## src/rtl/tpu_pkg.sv

```systemverilog
// Address map and sequencer state encoding shared by the TPU core, its loader and the bench.
package tpu_pkg;

  localparam logic [15:0] A_BASE  = 16'h0100;
  localparam logic [15:0] B_BASE  = 16'h0200;
  localparam logic [15:0] C_BASE  = 16'h0300;
  localparam logic [15:0] GO_ADDR = 16'h0400;

  typedef enum logic [3:0] {
    IDLE,
    LD_A,
    LD_B,
    LD_C,
    ZR_C,
    GO,
    WAIT,
    RD_ADDR,
    RD_CAP,
    RD_OUT,
    FIN
  } seq_state_t;

  // Every A/B row and C half-row occupies one 8-byte slot above its base.
  function automatic logic [15:0] word_addr(input logic [15:0] base, input logic [7:0] idx);
    return base + {5'b0, idx, 3'b000};
  endfunction

endpackage

```

## src/rtl/tpu_seq_loader.sv

```systemverilog
// Sole master of the TPU core port: streams a job into A/B/C, fires GO, waits, streams C back.
// All outputs registered; input stalls idle the bus, result words held until out_ready (1 word / 3 cycles max).
module tpu_seq_loader
  import tpu_pkg::*;
#(
  parameter int DIM      = 8,
  parameter int ADDRW    = 16,
  parameter int DATAW    = 64,
  parameter int WAIT_CYC = 3*DIM+2
) (
  input  logic             clk,
  input  logic             rst,
  input  logic             start,
  input  logic             acc_en,
  input  logic             in_valid,
  output logic             in_ready,
  input  logic [DATAW-1:0] in_data,
  output logic             out_valid,
  input  logic             out_ready,
  output logic [DATAW-1:0] out_data,
  output logic             busy,
  output logic             done,
  output logic             tpu_r_w,
  output logic [ADDRW-1:0] tpu_addr,
  output logic [DATAW-1:0] tpu_din,
  input  logic [DATAW-1:0] tpu_dout
);

  localparam int CNTW = $clog2(2*DIM) + 1;
  localparam int WCW  = $clog2(WAIT_CYC + 1);
  localparam logic [CNTW-1:0] ROW_LAST  = CNTW'(DIM - 1);
  localparam logic [CNTW-1:0] HALF_LAST = CNTW'(2*DIM - 1);

  seq_state_t       state_q, state_d;
  logic [CNTW-1:0]  cnt_q, cnt_d;
  logic [WCW-1:0]   wait_q, wait_d;
  logic             acc_q, acc_d;
  logic             in_ready_q, in_ready_d;
  logic             out_valid_q, out_valid_d;
  logic [DATAW-1:0] out_data_q, out_data_d;
  logic             busy_q, busy_d;
  logic             done_q, done_d;
  logic             r_w_q, r_w_d;
  logic [ADDRW-1:0] addr_q, addr_d;
  logic [DATAW-1:0] din_q, din_d;
  logic             in_acc;

  function automatic logic [ADDRW-1:0] slot_addr(input logic [15:0] base, input logic [CNTW-1:0] idx);
    return ADDRW'(word_addr(base, 8'(idx)));
  endfunction

  assign in_acc = in_valid && in_ready_q;

  // Bus fields computed here appear on the port next cycle, so a read address is
  // issued on entry to RD_ADDR and the core's registered data is ready in RD_CAP.
  always_comb begin
    state_d     = state_q;
    cnt_d       = cnt_q;
    wait_d      = wait_q;
    acc_d       = acc_q;
    busy_d      = busy_q;
    done_d      = 1'b0;
    out_valid_d = out_valid_q;
    out_data_d  = out_data_q;
    r_w_d       = 1'b0;
    addr_d      = '0;
    din_d       = '0;

    case (state_q)
      IDLE: begin
        if (start) begin
          acc_d   = acc_en;
          busy_d  = 1'b1;
          cnt_d   = '0;
          state_d = LD_A;
        end
      end

      LD_A: begin
        if (in_acc) begin
          r_w_d  = 1'b1;
          addr_d = slot_addr(A_BASE, cnt_q);
          din_d  = in_data;
          if (cnt_q == ROW_LAST) begin
            cnt_d   = '0;
            state_d = LD_B;
          end else begin
            cnt_d = cnt_q + CNTW'(1);
          end
        end
      end

      LD_B: begin
        if (in_acc) begin
          r_w_d  = 1'b1;
          addr_d = slot_addr(B_BASE, cnt_q);
          din_d  = in_data;
          if (cnt_q == ROW_LAST) begin
            cnt_d   = '0;
            state_d = acc_q ? LD_C : ZR_C;
          end else begin
            cnt_d = cnt_q + CNTW'(1);
          end
        end
      end

      LD_C: begin
        if (in_acc) begin
          r_w_d  = 1'b1;
          addr_d = slot_addr(C_BASE, cnt_q);
          din_d  = in_data;
          if (cnt_q == HALF_LAST) begin
            cnt_d   = '0;
            state_d = GO;
          end else begin
            cnt_d = cnt_q + CNTW'(1);
          end
        end
      end

      ZR_C: begin
        r_w_d  = 1'b1;
        addr_d = slot_addr(C_BASE, cnt_q);
        if (cnt_q == HALF_LAST) begin
          cnt_d   = '0;
          state_d = GO;
        end else begin
          cnt_d = cnt_q + CNTW'(1);
        end
      end

      GO: begin
        r_w_d   = 1'b1;
        addr_d  = ADDRW'(GO_ADDR);
        wait_d  = WCW'(WAIT_CYC);
        state_d = WAIT;
      end

      // First WAIT cycle carries the GO write; WAIT_CYC idle cycles follow it.
      WAIT: begin
        if (wait_q == '0) begin
          addr_d  = slot_addr(C_BASE, cnt_q);
          state_d = RD_ADDR;
        end else begin
          wait_d = wait_q - WCW'(1);
        end
      end

      RD_ADDR: state_d = RD_CAP;

      RD_CAP: begin
        out_data_d  = tpu_dout;
        out_valid_d = 1'b1;
        state_d     = RD_OUT;
      end

      RD_OUT: begin
        if (out_ready) begin
          out_valid_d = 1'b0;
          if (cnt_q == HALF_LAST) begin
            cnt_d   = '0;
            state_d = FIN;
          end else begin
            cnt_d   = cnt_q + CNTW'(1);
            addr_d  = slot_addr(C_BASE, cnt_q + CNTW'(1));
            state_d = RD_ADDR;
          end
        end
      end

      FIN: begin
        done_d  = 1'b1;
        busy_d  = 1'b0;
        state_d = IDLE;
      end

      default: state_d = IDLE;
    endcase

    in_ready_d = (state_d == LD_A) || (state_d == LD_B) || (state_d == LD_C);
  end

  always_ff @(posedge clk) begin
    if (rst) begin
      state_q     <= IDLE;
      cnt_q       <= '0;
      wait_q      <= '0;
      acc_q       <= 1'b0;
      in_ready_q  <= 1'b0;
      out_valid_q <= 1'b0;
      out_data_q  <= '0;
      busy_q      <= 1'b0;
      done_q      <= 1'b0;
      r_w_q       <= 1'b0;
      addr_q      <= '0;
      din_q       <= '0;
    end else begin
      state_q     <= state_d;
      cnt_q       <= cnt_d;
      wait_q      <= wait_d;
      acc_q       <= acc_d;
      in_ready_q  <= in_ready_d;
      out_valid_q <= out_valid_d;
      out_data_q  <= out_data_d;
      busy_q      <= busy_d;
      done_q      <= done_d;
      r_w_q       <= r_w_d;
      addr_q      <= addr_d;
      din_q       <= din_d;
    end
  end

  assign in_ready  = in_ready_q;
  assign out_valid = out_valid_q;
  assign out_data  = out_data_q;
  assign busy      = busy_q;
  assign done      = done_q;
  assign tpu_r_w   = r_w_q;
  assign tpu_addr  = addr_q;
  assign tpu_din   = din_q;

endmodule

```

## config.mk

```make
export PLATFORM = sky130hd
export DESIGN_NAME = tpu_seq_loader
export DESIGN_NICKNAME = d
export VERILOG_FILES = /design/src/rtl/tpu_pkg.sv /design/src/rtl/tpu_seq_loader.sv
export SDC_FILE = /design/constraint.sdc
export NUM_CORES = 1
export LEC_CHECK = 0
export ABC_AREA = 1
export BUFFER_PORTS_ARGS = -buffer_cell sky130_fd_sc_hd__buf_2
export CAP_MARGIN = 25
export CORE_MARGIN = 2
export CORE_UTILIZATION = 45
export CTS_CLUSTER_SIZE = 14
export DETAILED_ROUTE_END_ITERATION = 6
export HOLD_SLACK_MARGIN = 0.12
export PLACE_DENSITY_LB_ADDON = 0.25
export SYNTH_ARGS = -nofsm -noshare
export SYNTH_HDL_FRONTEND = slang
export SYNTH_SLANG_ARGS = --single-unit
export TNS_END_PERCENT = 50
```

## constraint.sdc

```tcl
create_clock -name clk -period 2.01 [get_ports clk]
set_input_delay 0.3015 -clock clk [delete_from_list [all_inputs] [get_ports clk]]
set_output_delay 0.3015 -clock clk [all_outputs]
set_load 0.02 [all_outputs]
```

; Word-level counts from Yosys, hierarchy flattened
; Index checks and enable logic that the tools add are counted.
[word_totals]
register_bits = 164
latchBits = 0
ramBits = 0
mem_bits_ro = 0
input_bits = 134
output_inout_bits = 149
elab_cells = 93
mem_count = 0
[classes]
n_addsub = 6
n_mul = 0
div_mod_pow = 0
magnitude_cmp = 0
n_eq_ne = 20
shifts = 0
mux = 35
n_bitwise = 2
reduce_logical = 18
[op_table]
columns = cell, count
row1 = $pmux W11 S7, 1
row2 = $mux W11, 5
row3 = $mux W4, 10
row4 = $pmux W4 S10, 1
row5 = $mux W5, 7
row6 = $add A10 B8 Y11 const A, 3
row7 = $pmux W5 S5, 1
row8 = $eq A4 B2 Y1 const B, 4
row9 = $eq A4 B3 Y1 const B, 4
row10 = $eq A4 B4 Y1 const B, 3
row11 = $add A9 B8 Y10 const A, 1
row12 = $mux W10, 1
row13 = $pmux W5 S2, 1
row14 = $eq A4 B1 Y1 const B, 2
row15 = $ne A2 B2 Y1 const B, 4
row16 = $reduce_and A2 Y1, 4
row17 = $pmux W1 S2, 3
row18 = $reduce_bool A2 Y1, 3
row19 = $reduce_or A3 Y1, 2
row20 = $add A5 B1 Y5 const B, 1
row21 = $eq A5 B3 Y1 const B, 1
row22 = $eq A5 B4 Y1 const B, 1
row23 = $logic_not A5 Y1, 1
row24 = $reduce_and A5 Y1, 1
row25 = other kinds (10), 16

; Depth between registers and ports, before layout
; Gate-level depths: netlist of the first run.
[logic_depth]
word_depth = 7
ltp_mapped = 13
ltp_nobuf = 13

; Worst setup path before layout of the first run
; Ideal clock, no wire load.
[synth_path]
kind = reg2reg
from = register cnt_q[0]
to = register in_ready_q (netlist: in_ready)
setup_time_ps = 109
arrival_ps = 1563
t_required_ps = 1901
slack_ps = 338
stages_incl_launch_ff = 14
path_buffers = 0
period_less_slack_ps = 1672
cell_sequence = dfxtp_1 ha_1 nand2_1 nor2_1 ha_1 nand2_1 o21ai_0 nor2_1 nor2_1 nand2_1 nor2_1 nand3_1 nand2_1 inv_1
[synth_via]
elab_chain_cells = 7
elab_cells_between_ends = 16
cone_classes = eq/ne (5) / mux (9) / reduce/logical (2)
[synth_rtl]
columns = item, line_no
row1 = start: declaration, tpu_seq_loader.sv:35  ; logic [CNTW-1:0] cnt_q, cnt_d;
row2 = start signal: assignment, tpu_seq_loader.sv:199  ; cnt_q <= cnt_d;
row3 = $eq A5 B4 Y1 or $eq A5 B3 Y1 (tied branches), n/a
row4 = $mux W4 (on tied branches) (2 in series), n/a
row5 = $pmux W4 S10 (*), tpu_seq_loader.sv:69  ; case (state_q)
row6 = $eq A4 B1 Y1 or $eq A4 B2 Y1 (tied branches), tpu_seq_loader.sv:180  ; in_ready_d = (state_d == LD_A) || (state_d == LD_B) || (state_d == LD_C);
row7 = $logic_or A1 B1 Y1, tpu_seq_loader.sv:180
row8 = $logic_or A1 B1 Y1 (*), tpu_seq_loader.sv:180
row9 = end signal: assignment, tpu_seq_loader.sv:202  ; in_ready_q <= in_ready_d;
row10 = end: declaration, tpu_seq_loader.sv:38  ; logic in_ready_q, in_ready_d;
; Every way passes the cells marked *; elsewhere a longest branch is shown, timed or not.
; A chain may end at the register's enable or synchronous reset.

; Final worst setup path of the first run
; Same ends and word-level chain as after synthesis.

==> metrics.txt, run 1 <==
crit path DAT 2.19 ns; Crit Path Class reg -> reg; count leader, synth nor2_1; CTS Buf Count 17; P_sw 1.56 mW; vias in the first global route 6,358; First-pass DRT Iterations 5; clock latency on the worst-skew pair 0.42 ns; hpwl dp 11,100 um; final max-slew violation count 0; GRT Util Overall 0.295; number of synthesis warnings 0; post-route minimum period 1.87 ns; buffers added on ports 274; reg2reg start cnt_q[0]$_SDFFE_PP0P_; I/O pins 283; layout cell share with drive strength beyond 1 0.295; worst hold-check path type in -> reg; DR DRC count 0; Seq pwr share 0.461; initial core utilization 0.465; crit path cell chain ha_1 > nand2_1 > nor2_1 > ha_2 > nand2_1 > o21ai_0 > nor2_1 > nor2_1 > nand2_1 > nor2_1 > nand3_1 > nand2_1 > inv_1; EDFF count, synth 0; initial antenna violation count 1; nets 1,257; logic gate share of total power 0.079; global route overflow 0; Pint 5.23 mW; maximum vdd drop 784 uV; Post-Syn Area 5630 um2; fin crit share 0.928; clock power share 0.460; skew final 0.00804 ns; Synth Area per Inst 7.82 um2; Synth-to-Final Area Change 58.6%; antenna viol nets, final 0; CTS tree built; status completed; dominant cells by area after synthesis dfxtp_1 (55%), nor2_1 (15%), o21ai_0 (6.6%); Max-slew headroom 0.560; highest cell delay on the worst timing path 0.37 ns; Die W 116 um; Post-synth ARST share 0; die height 116 um; synthesized netlist cell count 720; Row Count 40; Yosys cell types 32; Yosys reg bits 156; core area 12,100 um2; worst path buffer plus inverter count 1; list of most frequent post-synthesis cells nor2_1 (229), dfxtp_1 (156), inv_1 (95); CTS sink count 156; CTS max path bufs 2; routed len/inst 15.3 um; post-synth top area share 0.554; Starting DRT DRC Count 428; vias per inst 4.80; Net Sw Frac 0.229; Root Driver clkbuf_16; Final Cell Area 8940 um2; largest net degree at the start of global routing 65; CTS H-tree lvls 4; critical path capture point type flip-flop; Critical Path Start cnt_q[0]$_SDFFE_PP0P_; Power per Cell Area 760 nW/um2; Synth Flop Type dfxtp_1; Post-Place Cell Area 7090 um2; Final Hold Violating Endpoints 0; first-pass GRT wire length 30,400 um; Post-CTS Setup Inserts 0; critical path startpoint category flip-flop; CP max FO 5; # setup viols final 0; Synth area leader dfxtp_1; DIE AREA 13,400 um2; Routed WL 19,900 um; HP Start tpu_dout[4]; sum of negative setup slack 0 ns; register area share after synthesis 0.554; total leakage power 4.89 nW; Clock transition at path regs 0.06 ns; Worst-Margin Slew 0.660 ns; placer congestion estimate 0.892; unrepaired setup endpoints after global routing no; family with the most delay on the worst path simple AND/OR/NAND/NOR gates; Max Fclk 536 MHz; slowest stage cell, crit path dfxtp_1; via count 6,236; max_cap viols 0; hold slack 0.142 ns; worst path required time 2.33 ns; final core occ 0.738
what timing repair did:
item	4_1_cts	5_1_grt
hold buffers	126	0
resized for setup	0	1
setup endpoints to repair	0	1
hold endpoints to repair	126	0
sequential cells by signal, indices dropped and copies added, names as in the netlist, 4 cells and up:
register and count:
out_data 64, tpu_din 64, tpu_addr 8, cnt_q 5, wait_q 5, state_q 4
power by group through the flow:
| stage | Combinational, mW | Clock, mW | Sequential, mW |
|---|---|---|---|
| finish | 0.539 | 3.12 | 3.13 |
| global route | 0.578 | 3.31 | 3.13 |
| CTS | 0.511 | 3.14 | 3.13 |
| detailed placement | 0.315 | 0 | 3.20 |
| global placement | 0.312 | 0 | 3.20 |
| floorplan | 0.155 | 0 | 3.21 |
layout make-up:
cell class                      instances  area (um2)
Clock inverter                         12         114
Multi-Input combinational cell        433        1930
Tap cell                              168         210
Timing Repair Buffer                  409        2710
Inverter                              100         375
Sequential cell                       156        3120
Antenna cell                            1        2.50
Fill cell                             847        3180
Clock buffer                           20         467
per-stage QoR:
stage / std cells / power (mW) / setup WS (ns)
6_report: 1299 / 6.79 / 0.145
5_1_grt: 1299 / 7.02 / 0.00510
4_1_cts: 1298 / 6.78 / 0.158
3_5_place_dp: 1140 / 3.51 / 0.162
3_3_place_gp: 1140 / 3.51 / 0.229
2_1_floorplan: 727 / 3.36 / 0.338
layer usage:
metal  wire length, um  part of all wire  vias up  GRT usage
li1                  -                 -     2974          -
met1              7140              0.36     2886      0.309
met2             10400              0.52      303      0.520
met3              1490             0.075       73      0.101
met4               874             0.044        0      0.160
met5                 0                 0        -          0
cells by family after synthesis:
| group | after synthesis | share of synthesized area |
|---|---|---|
| buffers and inverters | 138 | 0.108 |
| AO/OA/AOI/OAI | 103 | 0.0942 |
| AND/OR/NAND/NOR | 315 | 0.228 |
| other | 1 | 0.000666 |
| flip-flops | 156 | 0.554 |
| XOR/XNOR | 1 | 0.00156 |
| adder cells (fa/ha/maj) | 6 | 0.0133 |
layout by cell type (no fill, tap or decap):
cell type        n
xor2_1           1
clkbuf_16       17
diode_2          1
nor2_1         229
and2_1           1
ha_1             5
buf_12           1
nand3b_1         1
bufinv_16        1
nand2_4          1
o21ai_0         74
a22oi_1          3
buf_2          274
nand2_1         46
o21ai_1          8
nand4_1          3
ha_2             1
clkinv_2         3
nand3_1         18
clkinv_4         5
o21a_1           1
nor4_1           1
nor2_2           3
a21oi_1         14
clkinvlp_4       1
nand3_2          1
clkbuf_8         3
dlygate4sd3_1  126
inv_6            2
nor3_1           4
a31oi_1          2
nor2_4           4
buf_4            8
conb_1           8
nand2_2          3
dfxtp_1        156
inv_1           95
o211ai_1         1
inv_2            5
path summary, 6_finish.rpt:
| check | depth (start not counted) | slack (ns) | endpoint |
|---|---|---|---|
| worst max register to register | 13 | 0.14 | in_ready$_SDFF_PP0_ |
| worst min register to register | 2 | 0.47 | out_valid$_SDFFE_PP0P_ |
| worst min-delay path | 3 | 0.14 | out_data[4]$_SDFFE_PP0P_ |
| worst max-delay path | 13 | 0.14 | in_ready$_SDFF_PP0_ |
tightest hold or removal path: cells and delay by family:
family | cells | cell delay, ns
simple gates | 2 | 0.14
buf+inv | 1 | 0.08
Power figures use the tool's default switching activity.
==> run 2, diff against run 1 <==
Settings changed: ABC_AREA 1 to default.
==> run 2 against run 1 <==
  * Sequential power about the same
  * Largest cell class unchanged
  * Synthesized area increased by 0.49%
  * Synthesized cell count decreased by 12%
  * First-iteration DRC count increased by 0.23%
  * Global-route usage decreased by 1.1 points
  * Sequential share of layout area decreased by 0.87 points
  * Highest routed layer unchanged
  * Non-clock buffer count increased by 16
  * Count of clock-buffer cells in the layout unchanged
==> metrics.txt, run 2 <==
status completed; initial antenna violation count 0; worst slack, placed -0.00824 ns; most common cell after layout, fill and taps aside buf_2; Yosys reg bits 156; crit path DAT 2.21 ns; # setup viols final 0; Post-synth ARST share 0; antenna viol nets, final 0; post-route minimum period 1.92 ns; dominant cells by area after synthesis dfxtp_1 (55%), nand2_1 (9.4%), a21oi_1 (7.8%); First-pass DRT Iterations 4; CTS tree built; clock latency on the worst-skew pair 0.42 ns; post-synth top area share 0.552; Max Fclk 521 MHz; placer congestion estimate 0.903; DIE AREA 13,500 um2; GRT Util Overall 0.284; via count 5,879; count leader, synth dfxtp_1; Post-Syn Area 5660 um2; final max-slew violation count 0; Max-slew headroom 0.638; final core occ 0.754; EDFF count, synth 0; Clock transition at path regs 0.06 ns; Root Driver clkbuf_16; HP Start tpu_dout[57]; Synth area leader dfxtp_1; number of synthesis warnings 0; core area 12,200 um2; count of non-filler cells in the finished layout 1,216; max_cap viols 0; Final Hold Violating Endpoints 0; hold endpoint out_data[57]$_SDFFE_PP0P_; worst path required time 2.30 ns; first-pass GRT wire length 29,400 um; worst reg-to-reg path cell count 6; initial core utilization 0.465; Synth Area per Inst 8.93 um2; reg2reg start cnt_q[1]$_SDFFE_PP0P_; register area share after synthesis 0.552; CP max FO 8; CTS H-tree lvls 4; DR DRC count 0; CTS max path bufs 2; Final Power 7.30 mW; placed cell count 1,063; nets 1,175; Yosys cell types 58; Row Count 40; die height 116 um; synthesized netlist cell count 634; routed len/inst 16.2 um; CTS Buf Count 17; Antenna Cells 0; CTS sink count 156; Post-CTS Setup Inserts 0; global route overflow 0; most frequent cells in the layout buf_2 (274), dfxtp_1 (154), nand2_1 (142), dlygate4sd3_1 (121), a21oi_1 (88); Synth Flop Type dfxtp_1; Die W 116 um; Routed WL 19,700 um; skew final 0.00737 ns; Power per Cell Area 796 nW/um2; critical path capture point type flip-flop; list of most frequent post-synthesis cells dfxtp_1 (156), nand2_1 (142), a21oi_1 (88); vias per inst 4.83; fin crit share 0.955; Final WS setup 0.0908 ns; hold depth 3; worst hold-check path type in -> reg; total leakage power 4.25 nW; vias in the first global route 5,836; r2r setup slk 0.09 ns; Worst-Margin Slew 0.542 ns; layout cell share with drive strength beyond 1 0.336; maximum vdd drop 576 uV; Synth-to-Final Area Change 62.0%; Critical Path Start cnt_q[1]$_SDFFE_PP0P_; I/O pins 283; hpwl dp 11,300 um; reg2reg end in_ready$_SDFF_PP0_; critical path startpoint category flip-flop; largest net degree at the start of global routing 65; hold slack 0.134 ns; Crit Path Class reg -> reg; Starting DRT DRC Count 429; buffers added on ports 274
[run 2: changes by cell type in the layout (fill, tap and decap cells not counted), sizes merged, moves of 14 or more]
cell | before | now
inv | 102 | 10
a21oi | 14 | 88
and2 | 1 | 64
o21ai | 82 | 9
nand2 | 50 | 142
buf | 283 | 304
nor2 | 236 | 28
nand3 | 19 | 5
[run 2: metal layers]
metal / vias to the layer above / part of all wire / global-route usage
met5: - / 0 / 0
met4: 0 / 0.035 / 0.138
met3: 53 / 0.077 / 0.0830
met2: 271 / 0.51 / 0.507
met1: 2683 / 0.38 / 0.309
li1: 2872 / - / -
[run 2: worst max-delay path by stage]
| stage | to | slack [ns] | depth (start not counted) |
|---|---|---|---|
| floorplan | tpu_addr[6]$_SDFF_PP0_ | 0.06 | 8 |
| global placement | cnt_q[2]$_SDFFE_PP0P_ | 0.07 | 8 |
| detailed placement | cnt_q[2]$_SDFFE_PP0P_ | -0.008 | 8 |
| CTS | cnt_q[2]$_SDFFE_PP0P_ | 0.005 | 8 |
| global route | in_ready$_SDFF_PP0_ | -0.003 | 6 |
| finish | in_ready$_SDFF_PP0_ | 0.09 | 6 |
[run 2: what timing repair did]
item,in CTS,in global routing
setup endpoints to repair,2,8
hold buffers,121,0
endpoints found under the hold margin,121,0
resized for setup,2,4
pin swaps,0,1
[run 2: logic make-up (layout without fill, tap and decap cells)]
logic type	after synthesis	in the layout	synth area share
AOI/OAI and AO/OA	122	122	0.126
muxes	2	2	0.00354
other	1	8	0.000662
adders and majority gates	6	6	0.0133
DFF	156	156	0.552
xor gates and xnor gates	5	5	0.00774
and+or+nand+nor	286	286	0.246
buffers and inverters	56	463	0.0519
[run 2: layout make-up]
type / count / area, um2
sequential: 156 / 3130
fill: 789 / 2990
timing repair buffer: 425 / 2850
multi-input combinational: 429 / 2300
clock buffer: 20 / 467
tap: 168 / 210
clock inverter: 12 / 205
inverter: 6 / 22.5
[run 2: worst max-delay path, cell delays in order (launching register included)]
cell and delay (ns):
dfxtp_2 0.37, ha_2 0.21, and4bb_1 0.36, nor3b_1 0.34, nor3b_1 0.09, o31ai_1 0.31, a21oi_1 0.12
[run 2: per-stage QoR]
stage | setup TNS, ns | cell area (um2)
after floorplan | 0 | 5690
after global placement | 0 | 7270
after detailed placement | -0.00824 | 7270
after CTS | 0 | 9160
after global routing | -0.00305 | 9170
final | 0 | 9170
[run 2: power breakdown]
part,switching (mW),internal (mW)
clock network,1.30,2.32
logic,0.228,0.317
registers,0.0152,3.11
total,1.54,5.75
==> run 3, diff against run 2 <==
Settings changed: REMOVE_ABC_BUFFERS from default to 1.
==> run 3 against run 2 <==
  * Via count rose by 0.71%
  * Combinational power fell by 2%
  * Fmax rose by 1.6%
==> metrics.txt, run 3 (synthesis gave the netlist of run 2 again) <==
crit path cell chain ha_2 > and3_4 > ha_4 > and3_1 > nor3_1 > or3_1 > a22oi_1 > a21oi_1; logic gate share of total power 0.074; Seq pwr share 0.436; Die W 116 um; crit path DAT 2.18 ns; core area 12,200 um2; Routed WL 19,100 um; GRT Util Overall 0.277; largest net degree at the start of global routing 59; CTS H-tree lvls 4; worst reg-to-reg path cell count 8; worst path buffer plus inverter count 0; worst path required time 2.31 ns; hold slack 0.136 ns; most frequent cells in the layout buf_2 (274), dfxtp_1 (155), nand2_1 (142), dlygate4sd3_1 (115), a21oi_1 (88); Synth-to-Final Area Change 60.8%; Clock transition at path regs 0.06 ns; reg2reg start cnt_q[0]$_SDFFE_PP0P_; max_cap viols 0; maximum vdd drop 582 uV; placer congestion estimate 0.937; sum of negative setup slack 0 ns; global route overflow 0; First-pass DRT Iterations 5; FILL cells 825; CTS sink count 156; initial core utilization 0.465; critical path capture point type flip-flop; final core occ 0.748; worst hold-check path type in -> reg; P_sw 1.48 mW; antenna viol nets, final 0; most common cell after layout, fill and taps aside buf_2; DR DRC count 0; buffers added on ports 274; fin crit share 0.939; count of non-filler cells in the finished layout 1,208; CTS Buf Count 17; Power per Cell Area 788 nW/um2; initial antenna violation count 0; clock latency on the worst-skew pair 0.42 ns; reg2reg end cnt_q[2]$_SDFFE_PP0P_; DIE AREA 13,500 um2; unrepaired setup endpoints after global routing no; Pint 5.69 mW; hpwl dp 11,400 um; family with the most delay on the worst path simple AND/OR/NAND/NOR gates; hold depth 3; slowest stage cell, crit path or3_1; final max-slew violation count 0; hold endpoint out_data[52]$_SDFFE_PP0P_; first-pass GRT wire length 28,800 um; CTS tree built; clock power share 0.490; Row Count 40; HP Start tpu_dout[52]; Max Fclk 530 MHz; post-route minimum period 1.89 ns; vias per inst 4.90; # setup viols final 0; Root Driver clkbuf_16; Post-CTS Setup Inserts 0; CTS max path bufs 2; vias in the first global route 5,893; status completed; r2r setup slk 0.12 ns; die height 116 um; Net Sw Frac 0.207; WP depth 8; critical path startpoint category flip-flop; CP max FO 5; Final Hold Violating Endpoints 0; skew final 0.00960 ns; routed len/inst 15.8 um; Starting DRT DRC Count 326; via count 5,921; nets 1,166; highest cell delay on the worst timing path 0.40 ns; I/O pins 283; placed cell count 1,060; Crit Path Class reg -> reg; layout cell share with drive strength beyond 1 0.334; total leakage power 4.22 nW
==> run 3: cell type report <==
type,count,area (um2),area share
antenna,1,2.50,0.000275
timing repair buffer,416,2780,0.305
sequential,156,3120,0.343
clock buffer,21,460,0.0506
inverter,6,22.5,0.00247
clock inverter,11,190,0.0209
tap,168,210,0.0231
multi-input combinational,429,2310,0.254
==> run 3: what timing repair did <==
action                                  CTS  global route
gates resized for setup                   0             8
endpoints found under the setup margin    0            10
endpoints found under the hold margin   115             0
hold buffers                            115             0
==> run 3: per-stage QoR <==
stage / worst slack, ns / total power, mW / cell area, um2
final: 0.122 / 7.17 / 9100
after global routing: 0.0192 / 7.38 / 9100
after CTS: 0.00740 / 7.17 / 9060
after detailed placement: 0.0137 / 3.53 / 7260
after global placement: 0.0748 / 3.53 / 7260
after floorplan: -1.12 / 3.31 / 5420
==> run 3: layer usage <==
metal  share of wire  track usage  vias to the layer above
met1            0.38        0.298                     2718
met5               0            0                        -
met3           0.088       0.0835                       50
met2            0.50        0.494                      301
met4           0.034        0.139                        0
li1                -            -                     2852
==> run 3: how the worst max path moves through the flow <==
stage,startpoint,to
2_1_floorplan,state_q[0]$_SDFF_PP0_,out_data[0]$_SDFFE_PP0P_
5_1_grt,cnt_q[0]$_SDFFE_PP0P_,cnt_q[2]$_SDFFE_PP0P_
4_1_cts,cnt_q[1]$_SDFFE_PP0P_,cnt_q[2]$_SDFFE_PP0P_
3_5_place_dp,cnt_q[1]$_SDFFE_PP0P_,cnt_q[2]$_SDFFE_PP0P_
6_report,cnt_q[0]$_SDFFE_PP0P_,cnt_q[2]$_SDFFE_PP0P_
3_3_place_gp,cnt_q[1]$_SDFFE_PP0P_,cnt_q[2]$_SDFFE_PP0P_
==> run 3: worst reg2reg max path, cell delays in order (launching register included) <==
cell	delay [ns]
dfxtp_1	0.35
ha_2	0.21
and3_4	0.21
ha_4	0.15
and3_1	0.15
nor3_1	0.05
or3_1	0.40
a22oi_1	0.16
a21oi_1	0.09
==> run 3: power groups by stage <==
stage | sequential (mW) | combinational (mW) | clock (mW)
after floorplan | 3.22 | 0.0926 | 0
after global placement | 3.19 | 0.337 | 0
after detailed placement | 3.19 | 0.337 | 0
after CTS | 3.12 | 0.514 | 3.53
after global routing | 3.13 | 0.572 | 3.68
final | 3.13 | 0.534 | 3.51
